<file path="config.mk">
export PLATFORM = sky130hd
export DESIGN_NAME = rr_arbiter
export DESIGN_NICKNAME = d
export VERILOG_FILES = /design/src/rtl/arb_pkg.sv /design/src/rtl/masked_pridec.sv /design/src/rtl/rr_arbiter.sv
export SDC_FILE = /design/constraint.sdc
export NUM_CORES = 1
export LEC_CHECK = 0
export ABC_AREA = 0
export BUFFER_PORTS_ARGS = -buffer_cell sky130_fd_sc_hd__buf_2
export CORE_AREA = 2 2 40 42
export CTS_CLUSTER_SIZE = 30
export DETAILED_ROUTE_END_ITERATION = 8
export DIE_AREA = 0 0 42 44
export REMOVE_ABC_BUFFERS = 1
export SETUP_SLACK_MARGIN = 0.3
export SLEW_MARGIN = 15
export SYNTH_ARGS = -nofsm -noshare
export SYNTH_HDL_FRONTEND = slang
export SYNTH_SLANG_ARGS = --single-unit
</file>
<file path="constraint.sdc">
create_clock -name clk -period 1.5 [get_ports clk]
set_input_delay 0.075 -clock clk [delete_from_list [all_inputs] [get_ports clk]]
set_output_delay 0.075 -clock clk [all_outputs]
set_load 0.01 [all_outputs]
</file>
<file path="src/rtl/arb_pkg.sv">
// Shared types and helpers for the round-robin arbiter.
package arb_pkg;

  typedef enum logic {
    IDLE  = 1'b0,
    GRANT = 1'b1
  } arb_state_e;

  // Index width for a vector of the given size, never narrower than one bit.
  function automatic int arb_idw(input int width);
    return (width <= 1) ? 1 : $clog2(width);
  endfunction

endpackage

</file>
<file path="src/rtl/masked_pridec.sv">
// Rotating-priority search: lowest-index winner among requesters above ptr,
// falling back to the lowest-index requester overall when none are above it.
module masked_pridec
  import arb_pkg::*;
#(
  parameter  int WIDTH = 4,
  localparam int IDW   = arb_idw(WIDTH)
) (
  input  logic [WIDTH-1:0] req,
  input  logic [IDW-1:0]   ptr,
  output logic [WIDTH-1:0] win_oh,
  output logic [IDW-1:0]   win_idx
);

  logic [WIDTH-1:0] masked;
  logic [WIDTH-1:0] m_oh, u_oh;
  logic [IDW-1:0]   m_idx, u_idx;
  logic             m_any, u_any;

  // Mask out ptr and everything below it, then decode both vectors and pick.
  always_comb begin
    masked = '0;
    m_oh   = '0;
    u_oh   = '0;
    m_idx  = '0;
    u_idx  = '0;
    m_any  = 1'b0;
    u_any  = 1'b0;
    for (int i = 0; i < WIDTH; i++) begin
      masked[i] = req[i] && (i > int'(ptr));
    end
    for (int i = 0; i < WIDTH; i++) begin
      if (!m_any && masked[i]) begin
        m_oh[i] = 1'b1;
        m_idx   = IDW'(i);
        m_any   = 1'b1;
      end
      if (!u_any && req[i]) begin
        u_oh[i] = 1'b1;
        u_idx   = IDW'(i);
        u_any   = 1'b1;
      end
    end
    win_oh  = m_any ? m_oh  : u_oh;
    win_idx = m_any ? m_idx : u_idx;
  end

endmodule

</file>
<file path="src/rtl/rr_arbiter.sv">
// Round-robin arbiter with registered one-hot grant.
// Optional grant locking (hold port, bounded by MAX_HOLD) when RR_ARB_LOCK_EN
// is defined; without it every enabled cycle re-arbitrates.
//
// state | meaning
// IDLE  | no grant outstanding, waiting for any request
// GRANT | one requester granted; re-arbitrate or lock each enabled cycle
module rr_arbiter
  import arb_pkg::*;
#(
  parameter  int WIDTH    = 4,
  parameter  int MAX_HOLD = 8,
  localparam int IDW      = arb_idw(WIDTH)
) (
  input  logic             clk,
  input  logic             rst,
  input  logic             en,
  input  logic [WIDTH-1:0] req,
`ifdef RR_ARB_LOCK_EN
  input  logic             hold,
`endif
  output logic [WIDTH-1:0] gnt,
  output logic             gnt_valid,
  output logic [IDW-1:0]   gnt_id
);

  arb_state_e       state_q, state_d;
  logic [WIDTH-1:0] gnt_q, gnt_d;
  logic             gnt_valid_q, gnt_valid_d;
  logic [IDW-1:0]   gnt_id_q, gnt_id_d;
  logic [IDW-1:0]   ptr_q, ptr_d;
  logic [WIDTH-1:0] win_oh;
  logic [IDW-1:0]   win_idx;
  logic             locked;

  masked_pridec #(.WIDTH(WIDTH)) u_pridec (
    .req     (req),
    .ptr     (ptr_q),
    .win_oh  (win_oh),
    .win_idx (win_idx)
  );

`ifdef RR_ARB_LOCK_EN
  localparam int HCW = arb_idw(MAX_HOLD + 1);

  logic [HCW-1:0] hold_cnt_q, hold_cnt_d;

  // Lock while the holder keeps requesting and asserting hold, up to MAX_HOLD cycles.
  assign locked = (state_q == GRANT) && hold && req[gnt_id_q] &&
                  (int'(hold_cnt_q) < MAX_HOLD - 1);

  // Count locked cycles; any non-locked decision in GRANT restarts the count.
  always_comb begin
    hold_cnt_d = hold_cnt_q;
    if (en && (state_q == GRANT)) begin
      hold_cnt_d = locked ? hold_cnt_q + 1'b1 : '0;
    end
  end

  // Hold counter register; reset discards any lock in progress.
  always_ff @(posedge clk) begin
    if (!rst) hold_cnt_q <= '0;
    else      hold_cnt_q <= hold_cnt_d;
  end
`else
  assign locked = 1'b0;
`endif

  // Next-state and next-grant decision.
  always_comb begin
    state_d = state_q;
    gnt_d   = gnt_q;
    gnt_id_d = gnt_id_q;
    ptr_d   = ptr_q;
    if (en) begin
      case (state_q)
        IDLE: begin
          if (|req) begin
            gnt_d    = win_oh;
            gnt_id_d = win_idx;
            ptr_d    = win_idx;
            state_d  = GRANT;
          end
        end
        GRANT: begin
          if (locked) begin
            gnt_d = gnt_q;
          end else if (|req) begin
            gnt_d    = win_oh;
            gnt_id_d = win_idx;
            ptr_d    = win_idx;
          end else begin
            gnt_d   = '0;
            state_d = IDLE;
          end
        end
        default: begin
          gnt_d   = '0;
          state_d = IDLE;
        end
      endcase
    end
    gnt_valid_d = |gnt_d;
  end

  // State and output registers; reset leaves ptr on the last index so 0 wins first.
  always_ff @(posedge clk) begin
    if (!rst) begin
      state_q     <= IDLE;
      gnt_q       <= '0;
      gnt_valid_q <= 1'b0;
      gnt_id_q    <= '0;
      ptr_q       <= IDW'(WIDTH - 1);
    end else begin
      state_q     <= state_d;
      gnt_q       <= gnt_d;
      gnt_valid_q <= gnt_valid_d;
      gnt_id_q    <= gnt_id_d;
      ptr_q       <= ptr_d;
    end
  end

  assign gnt       = gnt_q;
  assign gnt_valid = gnt_valid_q;
  assign gnt_id    = gnt_id_q;

endmodule
</file>
Yosys cells after proc, flatten, opt, wreduce, memory -nomap -nowiden
Cells that the tools add are included.
- output and inout port bits: 7
- word-level logic and storage cells: 50
- register bits after elaboration: 10
- input port bits: 7
- magnitude comparators: 3
- muxes and demuxes: 25
- bitwise operators: 1
- reduce and logical (&&, ||, !) cells: 16
- operator list (operator ; count):
    2-to-1 mux 4 bit ; 4
    2-to-1 mux 1 bit ; 14
    2-to-1 mux 2 bit ; 6
    logical AND 1 bit ; 8
    one-hot mux 4 bit (2 select lines) ; 1
    OR reduction 4 bit ; 2
    logical NOT 1 bit ; 5
    greater-than comparator 2 bit, first input constant ; 2
    greater-than comparator 1 x 2 -> 1 bit, first input constant ; 1
    AND reduction 2 bit ; 1
    NOT 1 bit ; 1

Logic depth before layout (Yosys ltp)
Gate-level depths: netlist (run 1).
- depth in word-level cells: 15
- gate-level depth with buffers: 5
- mapped depth without buffers: 4

By module
Synthesis (run 1) repeated with hierarchy kept, for this count alone.
- cell total of the unflattened synthesis: 75
- area, all modules: 625.6 µm²
- modules (own cells, without submodules) (module ; cells an instance ; area an instance (µm²) ; times used ; seq. area each (µm²)):
    rr_arbiter ; 43 ; 411.6 ; 1 ; 200.2
    masked_pridec ; 32 ; 214.0 ; 1 ; 0.0

Worst setup path before layout (run 1)
Ideal clock, no wire load.
- kind: in2reg
- from: input port req[2]
- to: register gnt_id_q[0], in the netlist gnt_id[0]
- stages: 5
- required time: 1377 ps
- setup time: 123 ps
- setup slack: 276 ps
- arrival time: 1100 ps
- path buffers: 1
- cells stage by stage: buf_4 > or4_4 > and2_2 > o21ai_0 > nor2_1
- longest elaborated chain between the ends: 8
- elaborated cells between the ends (all ways): 18
- classes of those cells: 9 x mux; 9 x reduce/logical
- ends and longest elaborated chain (what ; RTL line ; text):
    from (decl) ; rr_arbiter.sv:18 ; input logic [WIDTH-1:0] req,
    logical AND 1 bit ; masked_pridec.sv:30 ; masked[i] = req[i] && (i > int'(ptr));
    logical AND 1 bit ; masked_pridec.sv:33 ; if (!m_any && masked[i]) begin
    2-to-1 mux 1 bit ; masked_pridec.sv:33 ;
    logical NOT 1 bit ; masked_pridec.sv:33 ;
    logical AND 1 bit ; masked_pridec.sv:33 ;
    2-to-1 mux 2 bit or 2-to-1 mux 1 bit (tied branches) ; masked_pridec.sv:33 ;
    2-to-1 mux 2 bit ; masked_pridec.sv:45 ; win_idx = m_any ? m_idx : u_idx;
    2-to-1 mux 2 bit ; rr_arbiter.sv:78, rr_arbiter.sv:88 ;
    to (signal assigned) ; rr_arbiter.sv:118 ; gnt_id_q <= gnt_id_d;
    to (decl) ; rr_arbiter.sv:30 ; logic [IDW-1:0] gnt_id_q, gnt_id_d;
Parallel ways exist; a longest one is shown, timed or not. The select of a mux whose other input is x is not followed.
A chain may end at the register's enable or synchronous reset.

Final worst setup path (run 1)
- from: register ptr_q[1]
- to: register gnt_q[3], in the netlist gnt[3]
- longest elaborated chain between the ends: 13
- elaborated cells between the ends (all ways): 19
- classes of those cells: 3 x order compare; 9 x mux; 7 x reduce/logical
- ends and longest elaborated chain (what ; RTL line ; text):
    from (decl) ; rr_arbiter.sv:31 ; logic [IDW-1:0] ptr_q, ptr_d;
    from (signal assigned) ; rr_arbiter.sv:113 ; ptr_q <= IDW'(WIDTH - 1);
    from (signal assigned) ; rr_arbiter.sv:119 ; ptr_q <= ptr_d;
    greater-than comparator 1 x 2 -> 1 bit ; masked_pridec.sv:30 ;
    logical AND 1 bit ; masked_pridec.sv:30 ;
    2-to-1 mux 1 bit ; masked_pridec.sv:33 ;
    logical NOT 1 bit ; masked_pridec.sv:33 ;
    logical AND 1 bit ; masked_pridec.sv:33 ;
    2-to-1 mux 1 bit ; masked_pridec.sv:33 ;
    logical NOT 1 bit ; masked_pridec.sv:33 ;
    logical AND 1 bit ; masked_pridec.sv:33 ;
    2-to-1 mux 1 bit ; masked_pridec.sv:33 ;
    2-to-1 mux 4 bit (*) ; masked_pridec.sv:44 ; win_oh = m_any ? m_oh : u_oh;
    2-to-1 mux 4 bit (on tied branches) ; rr_arbiter.sv:88, rr_arbiter.sv:78 ;
    one-hot mux 4 bit (2 select lines) (*) ; rr_arbiter.sv:76 ; case (state_q)
    2-to-1 mux 4 bit (*) ; rr_arbiter.sv:75 ; if (en) begin
    to (signal assigned) ; rr_arbiter.sv:116 ; gnt_q <= gnt_d;
    to (decl) ; rr_arbiter.sv:28 ; logic [WIDTH-1:0] gnt_q, gnt_d;
Every way passes the cells marked *; elsewhere a longest branch is shown, timed or not.

==> results of run 1 <==
==> cell usage in the layout, fill, tap and decap left out, types with 2 or more instances in the layout <==
master     instances
nor2_1             6
a21boi_1           3
o2111ai_1          2
buf_2             13
clkbuf_4           3
dfxtp_1            8
nand2_1            7
dfxtp_2            2
a21oi_1            3
o2bb2ai_1          2
o21ai_0            6
nand2b_1           2
nand3_1            2
nor2b_1            3
buf_4              2
inv_1              2
==> power by group <==
part           switching (mW)  leakage [nW]  internal (mW)
Sequential             0.0157        0.0819          0.285
Combinational          0.0739         0.192         0.0616
Clock                   0.102        0.0210          0.148
==> cells in the mapped netlist (2+ instances only) <==
| cell | number |
|---|---|
| a21boi_1 | 3 |
| a21oi_1 | 3 |
| clkbuf_1 | 4 |
| dfxtp_1 | 10 |
| inv_1 | 2 |
| nand2_1 | 7 |
| nand2b_1 | 2 |
| nand3_1 | 2 |
| nor2_1 | 6 |
| nor2b_1 | 3 |
| o2111ai_1 | 2 |
| o21ai_0 | 6 |
| o2bb2ai_1 | 2 |
==> worst max-delay path, delay by kind of cell (launching register included) <==
kind,cells,cell delay [ps]
buf+inv,1,140
simple gates,2,110
flops,1,350
compound gates,2,440
==> worst paths after layout <==
| kind | startpoint | to | slack (ps) | cells past startpoint |
|---|---|---|---|---|
| worst max-delay path | ptr_q[1] | gnt[3] | 350 | 5 |
| worst min-delay path | rst | ptr_q[1] | 50 | 2 |
| worst max register to register | ptr_q[1] | gnt[3] | 350 | 5 |
| worst min register to register | gnt_id[1] | gnt_id[1] | 460 | 2 |
==> through the flow <==
stage          power, mW  area (um^2)  util (%)  std cells
2_1_floorplan      0.376          548         -         65
3_3_place_gp       0.435          656      46.2         97
3_5_place_dp       0.435          656      46.2         97
4_1_cts            0.683          692      48.8        101
5_1_grt            0.723          703      49.6        101
6_report           0.686          703      49.6        101
==> cell type report <==
cell class | count | area [um^2]
Tap cell | 16 | 20.0
Inverter | 2 | 7.51
Sequential cell | 10 | 203
Fill cell | 143 | 716
Multi-Input combinational cell | 53 | 345
Clock buffer | 4 | 36.3
Timing Repair Buffer | 16 | 91.3
==> sequential cells by signal (all words and copies together) (netlist names) <==
signal / cells
gnt: 4
gnt_id: 2
ptr_q: 2
gnt_valid: 1
state_q: 1
==> layer usage <==
metal,routed length [um],vias up,track usage [%],share of wire (%)
met4,24,0,9.68,1.9
met2,553,20,20.9,44
met1,610,252,20.6,49
met3,63,2,2.92,5.0
met5,0,-,0,0
li1,-,289,-,-
==> kinds of logic (layout without fill, tap and decap cells) <==
group                  after synthesis  count (layout)
AOI/OAI and AO/OA                   30              30
buffers and inverters                8              22
DFF                                 10              10
and+or+nand+nor                     23              23
==> results.yml, run 1 <==
outcome:
  outcome: "finished clean"
global_routing:
  antenna_found_initial: 0
  track_usage_pct: 14.9
  grt_pass1_vias: 441
  overflow: 0
  grt_pass1_wl_um: 2010
  grt_max_degree: 13
finish:
  fin_nets: 93
  drive_gt1_share_pct: 32.9
  diodes: 0
  syn2layout_area_growth_pct: 20.9
die:
  io_pins: 14
  placementRows: 14
  die_h_um: 44
  core-area_mm2: 0.00142
  start_util_pct: 41.0
  die_area_mm2: 0.00185
  die_w_um: 42
timing:
  finalHoldViolCount: 0
  rsz0062_at_grt: "false"
  fmax_mhz: 869
  setup_tns_ps: 0
  hold_ws_ps: 54.9
  slew_headroom_pct: 71.2
  drv_slew: 0
  min_period_ps: 1150
  skew_ps: 1.96
  period_share_pct: 76.7
  tightest_slew_ps: 426
  setup_ws_ps: 349
  setup_viol: 0
routing:
  wl_um: 1250
  dr_total_vias: 563
  viasPerCell: 5.57
  wl_per_cell_um: 12.4
  drc: 0
  drt-pass1-iter-count: 4
  ant_nets: 0
  drt_iter0_markers: 20
synthesis:
  synth-simple-area-share_pct: 19.6
  ys_seq_area_share_pct: 34.4
  synthFlopType: "dfxtp_1"
  postSynthCellCount: 71
  synth_top_area_share_pct: 34.4
  synth.area.top_cells: "dfxtp_1 34%, o21ai_0 5.2%, nand2_1 4.5%"
  synth_xor_area_share_pct: 0
  ys_warn_count: 0
  async_flop_share_pct: 0
  synth_top_area_cell: "dfxtp_1"
  synth_top_family_by_area: "compound AO/OA/AOI/OAI gates"
  muxShareOfSynthArea_pct: 0
  synth_fa_ha_area_share_pct: 0
  synth_cell_types: 32
  synth_compound_area_share_pct: 38.9
  syn_area_per_cell_um2: 8.19
  synth_edf_count: 0
  syn_area_um2: 582
  ys_seq_elements: 10
clocking:
  insertion_delay_ps: 270
  htreeDepth: 1
  clk_pin_slew_ps: 70
  clockRootBuffer: "clkbuf_4"
  ctsHoldBuffers: 0
  cts_resized: 0
  clkSinkCount: 10
  cts_made_buffers: 3
  postCtsSetupBuffers: 0
  cts_max_path_buffers: 2
  cts_tree: "done"
place:
  port_buffers: 13
  dp_hpwl_um: 888
  place.gp.congestion: 0.774
  dp_slack_ps: 214
worst_setup_path:
  critical_path_class: "reg2reg"
  worstPathRequired_ps: 1660
  cp_data_arrival_time_ps: 1310
  path_cells: "buf_6 -> o21ba_2 -> nor3_1 -> a221oi_1 -> nor2b_1"
  cpMaxStageDelayCell: "dfxtp_2"
  worstSetupStartpointType: "flop"
  worst_setup_path_end_kind: "flop"
  cp_slowest_stage_delay_ps: 350
  crit_fanout: 11
power_and_ir_drop:
  power.density_mw_per_mm2: 975
  worst_ir_drop_vdd_uv: 512
  power.leakage_nw: 0.294
hold_path:
  hp-class: "in2reg"
job:
  cap_violations: 0
Note: power is estimated with default switching activity, not from simulation.
==> run 2, diff against run 1 <==
--- a/config.mk
+++ b/config.mk
@@ -5,12 +5,12 @@
 export SDC_FILE = /design/constraint.sdc
 export NUM_CORES = 1
 export LEC_CHECK = 0
-export ABC_AREA = 0
+export ABC_AREA = 1
 export BUFFER_PORTS_ARGS = -buffer_cell sky130_fd_sc_hd__buf_2
-export CORE_AREA = 2 2 40 42
+export CORE_AREA = 2 2 39 41
 export CTS_CLUSTER_SIZE = 30
 export DETAILED_ROUTE_END_ITERATION = 8
-export DIE_AREA = 0 0 42 44
+export DIE_AREA = 0 0 41 43
 export REMOVE_ABC_BUFFERS = 1
 export SETUP_SLACK_MARGIN = 0.3
 export SLEW_MARGIN = 15
==> constraint.sdc (replaced) <==
create_clock -name clk -period 1.2 [get_ports clk]
set_input_delay 0.06 -clock clk [delete_from_list [all_inputs] [get_ports clk]]
set_output_delay 0.06 -clock clk [all_outputs]
set_load 0.01 [all_outputs]
==> run 2 against run 1 <==
  * Critical path depth is 5 higher
  * First-iteration DRC count is 30% lower
  * Global-route usage is 3.8 points higher
  * Critical endpoint is now gnt_valid
==> results.yml, run 2 <==
global_routing:
  antenna_found_initial: 0
  grt_max_degree: 10
  grt_pass1_vias: 498
  track_usage_pct: 18.6
  grt_pass1_wl_um: 2200
  overflow: 0
clocking:
  cts_max_path_buffers: 2
  clkSinkCount: 10
  cts_made_buffers: 3
  cts_tree: "done"
  clockRootBuffer: "clkbuf_4"
  htreeDepth: 1
  insertion_delay_ps: 270
  clk_pin_slew_ps: 70
job:
  cap_violations: 0
timing:
  slew_headroom_pct: 81.6
  skew_ps: 5.55
  tightest_slew_ps: 275
  setup_viol: 0
  fmax_mhz: 860
  setup_tns_ps: 0
  rsz0062_at_grt: "true"
  min_period_ps: 1160
  drv_slew: 0
  finalHoldViolCount: 0
  period_share_pct: 96.9
die:
  start_util_pct: 37.5
  core-area_mm2: 0.00138
  die_w_um: 41
  die_h_um: 43
  placementRows: 14
  die_area_mm2: 0.00176
  io_pins: 14
worst_setup_path:
  cp_data_arrival_time_ps: 1360
  critical_path_class: "reg2reg"
  reg2reg_from: "ptr_q[1]"
  cpMaxStageDelayCell: "dfxtp_4"
  crit_top_cell: "nand2_1"
  worstSetupStartpointType: "flop"
  r2r_end: "gnt_valid"
  rrSetupSlack_ps: 40
  worst_setup_path_end_kind: "flop"
  cp_slowest_stage_delay_ps: 390
  path_cells: "nand2_2 -> nand2_4 -> nand2_4 -> nor2_4 -> nand2_1 -> nand2_1 -> nand2_1 -> nand2_1 -> nor2_2 -> a21oi_2"
  worstPathRequired_ps: 1400
  crit_fanout: 3
  r2r_cells: 10
routing:
  drc: 0
  viasPerCell: 5.14
  ant_nets: 0
  drt_iter0_markers: 14
  dr_total_vias: 570
  wl_um: 1360
  wl_per_cell_um: 12.2
  drt-pass1-iter-count: 4
finish:
  final_cell_mix: "19 x nand2_1, 13 x buf_2, 8 x nand3_1, 8 x a21oi_1, 8 x dfxtp_1"
  fin_util_pct: 53.2
  drive_gt1_share_pct: 43.2
  largest_reg_flops: 4
  fillers: 137
  regArea_um2: 208
  fin_nets: 104
  syn2layout_area_growth_pct: 41.7
  diodes: 0
  multiInputGateArea_um2: 355
  final_common_cell: "nand2_1"
place:
  port_buffers: 13
  dp_hpwl_um: 833
  place.gp.congestion: 0.931
synthesis:
  syn_area_per_cell_um2: 7.02
  synth_cell_types: 16
  ys_seq_elements: 10
  synth.area.top_cells: "dfxtp_1 39%, nand2_1 19%, a21oi_1 8.7%"
  ys_seq_area_share_pct: 38.6
  async_flop_share_pct: 0
  syn_area_um2: 519
  synthFlopType: "dfxtp_1"
  synth_top_area_cell: "dfxtp_1"
  synth_top_area_share_pct: 38.6
  ys_warn_count: 0
  synth.most_common_cell: "nand2_1"
  synth_edf_count: 0
  synthTopCellsByCount: "26 x nand2_1, 10 x dfxtp_1, 9 x a21oi_1"
  postSynthCellCount: 74
power_and_ir_drop:
  worst_ir_drop_vdd_uv: 587
  power.density_mw_per_mm2: 1130
  p_int_uw: 566
  power.leakage_nw: 0.361
  swShare_pct: 32.2
  seq_power_share_pct: 45.2
  p_comb_share_pct: 26.8
  netSwitchingPower_uw: 269
  clockPowerShare_pct: 28.0
hold_path:
  hp-class: "in2reg"
  hold_end: "ptr_q[1]"
  hp-start: "rst"
  whs_path_depth: 2
outcome:
  outcome: "finished clean"
-- run 2: changes by cell type in the layout (fill, tap and decap cells not counted), moves of 3 or more --
cell | before | now
nand2_2 | 0 | 4
a21oi_1 | 3 | 8
nor2b_1 | 3 | 0
a21boi_1 | 3 | 0
nor2_4 | 0 | 3
nand3_1 | 2 | 8
nor2_1 | 6 | 2
nand2_4 | 0 | 4
nand2_1 | 7 | 19
o21ai_0 | 6 | 0
buf_4 | 2 | 5
-- run 2: critical path, delay by kind of cell, from the launching register on --
kind	cells	cell delay (ps)
DFF	1	390
and+or+nand+nor	9	600
AOI/OAI and AO/OA	1	90
-- run 2: worst max-delay path by stage --
stage | from | endpoint
floorplan | ptr_q[0] | gnt_valid
global placement | ptr_q[0] | gnt_valid
detailed placement | ptr_q[0] | gnt_valid
CTS | ptr_q[1] | gnt_valid
global route | ptr_q[1] | gnt_valid
finish | ptr_q[1] | gnt_valid
-- run 2: routing by layer --
layer,wire length (um),track usage (%)
met3,70,4.71
met1,581,22.4
met4,31,8.00
met2,675,29.7
met5,0,0
-- run 2: stage by stage --
stage	setup slack (ps)	area, um^2	hold WS [ps]	cells	power (mW)
2_1_floorplan	123	519	159	74	0.487
3_3_place_gp	2.65	612	286	104	0.544
3_5_place_dp	-12.8	612	287	104	0.544
4_1_cts	38.2	696	0.420	111	0.816
5_1_grt	-55.1	736	25.6	111	0.892
6_report	36.7	736	2.43	111	0.835
-- run 2: area by class of cell --
type                       count  area share, %
multi-input combinational     58           48.3
tap                           16           2.72
sequential                    10           28.2
timing repair buffer          18           13.9
inverter                       6           3.74
clock buffer                   3           3.06
-- run 2: logic make-up (layout without fill, tap and decap cells) --
family	Yosys count	count (layout)	synth area share [%]
buffers and inverters	6	27	4.34
AND/OR/NAND/NOR	43	43	35.7
AO/OA/AOI/OAI	15	15	21.4
flip-flops	10	10	38.6
-- run 2: power by group through the flow --
stage	Sequential, mW	Combinational, mW	Clock (mW)
finish	0.377	0.224	0.234
global route	0.379	0.249	0.264
CTS	0.370	0.201	0.244
detailed placement	0.377	0.167	0
global placement	0.377	0.167	0
floorplan	0.385	0.102	0
-- run 2: timing repair --
| action | CTS | global route |
|---|---|---|
| pin swaps | 6 | 7 |
| hold buffers | 0 | 0 |
| gates resized for setup | 12 | 13 |
| buffers inserted | 4 | 0 |
| endpoints found under the setup margin | 9 | 9 |
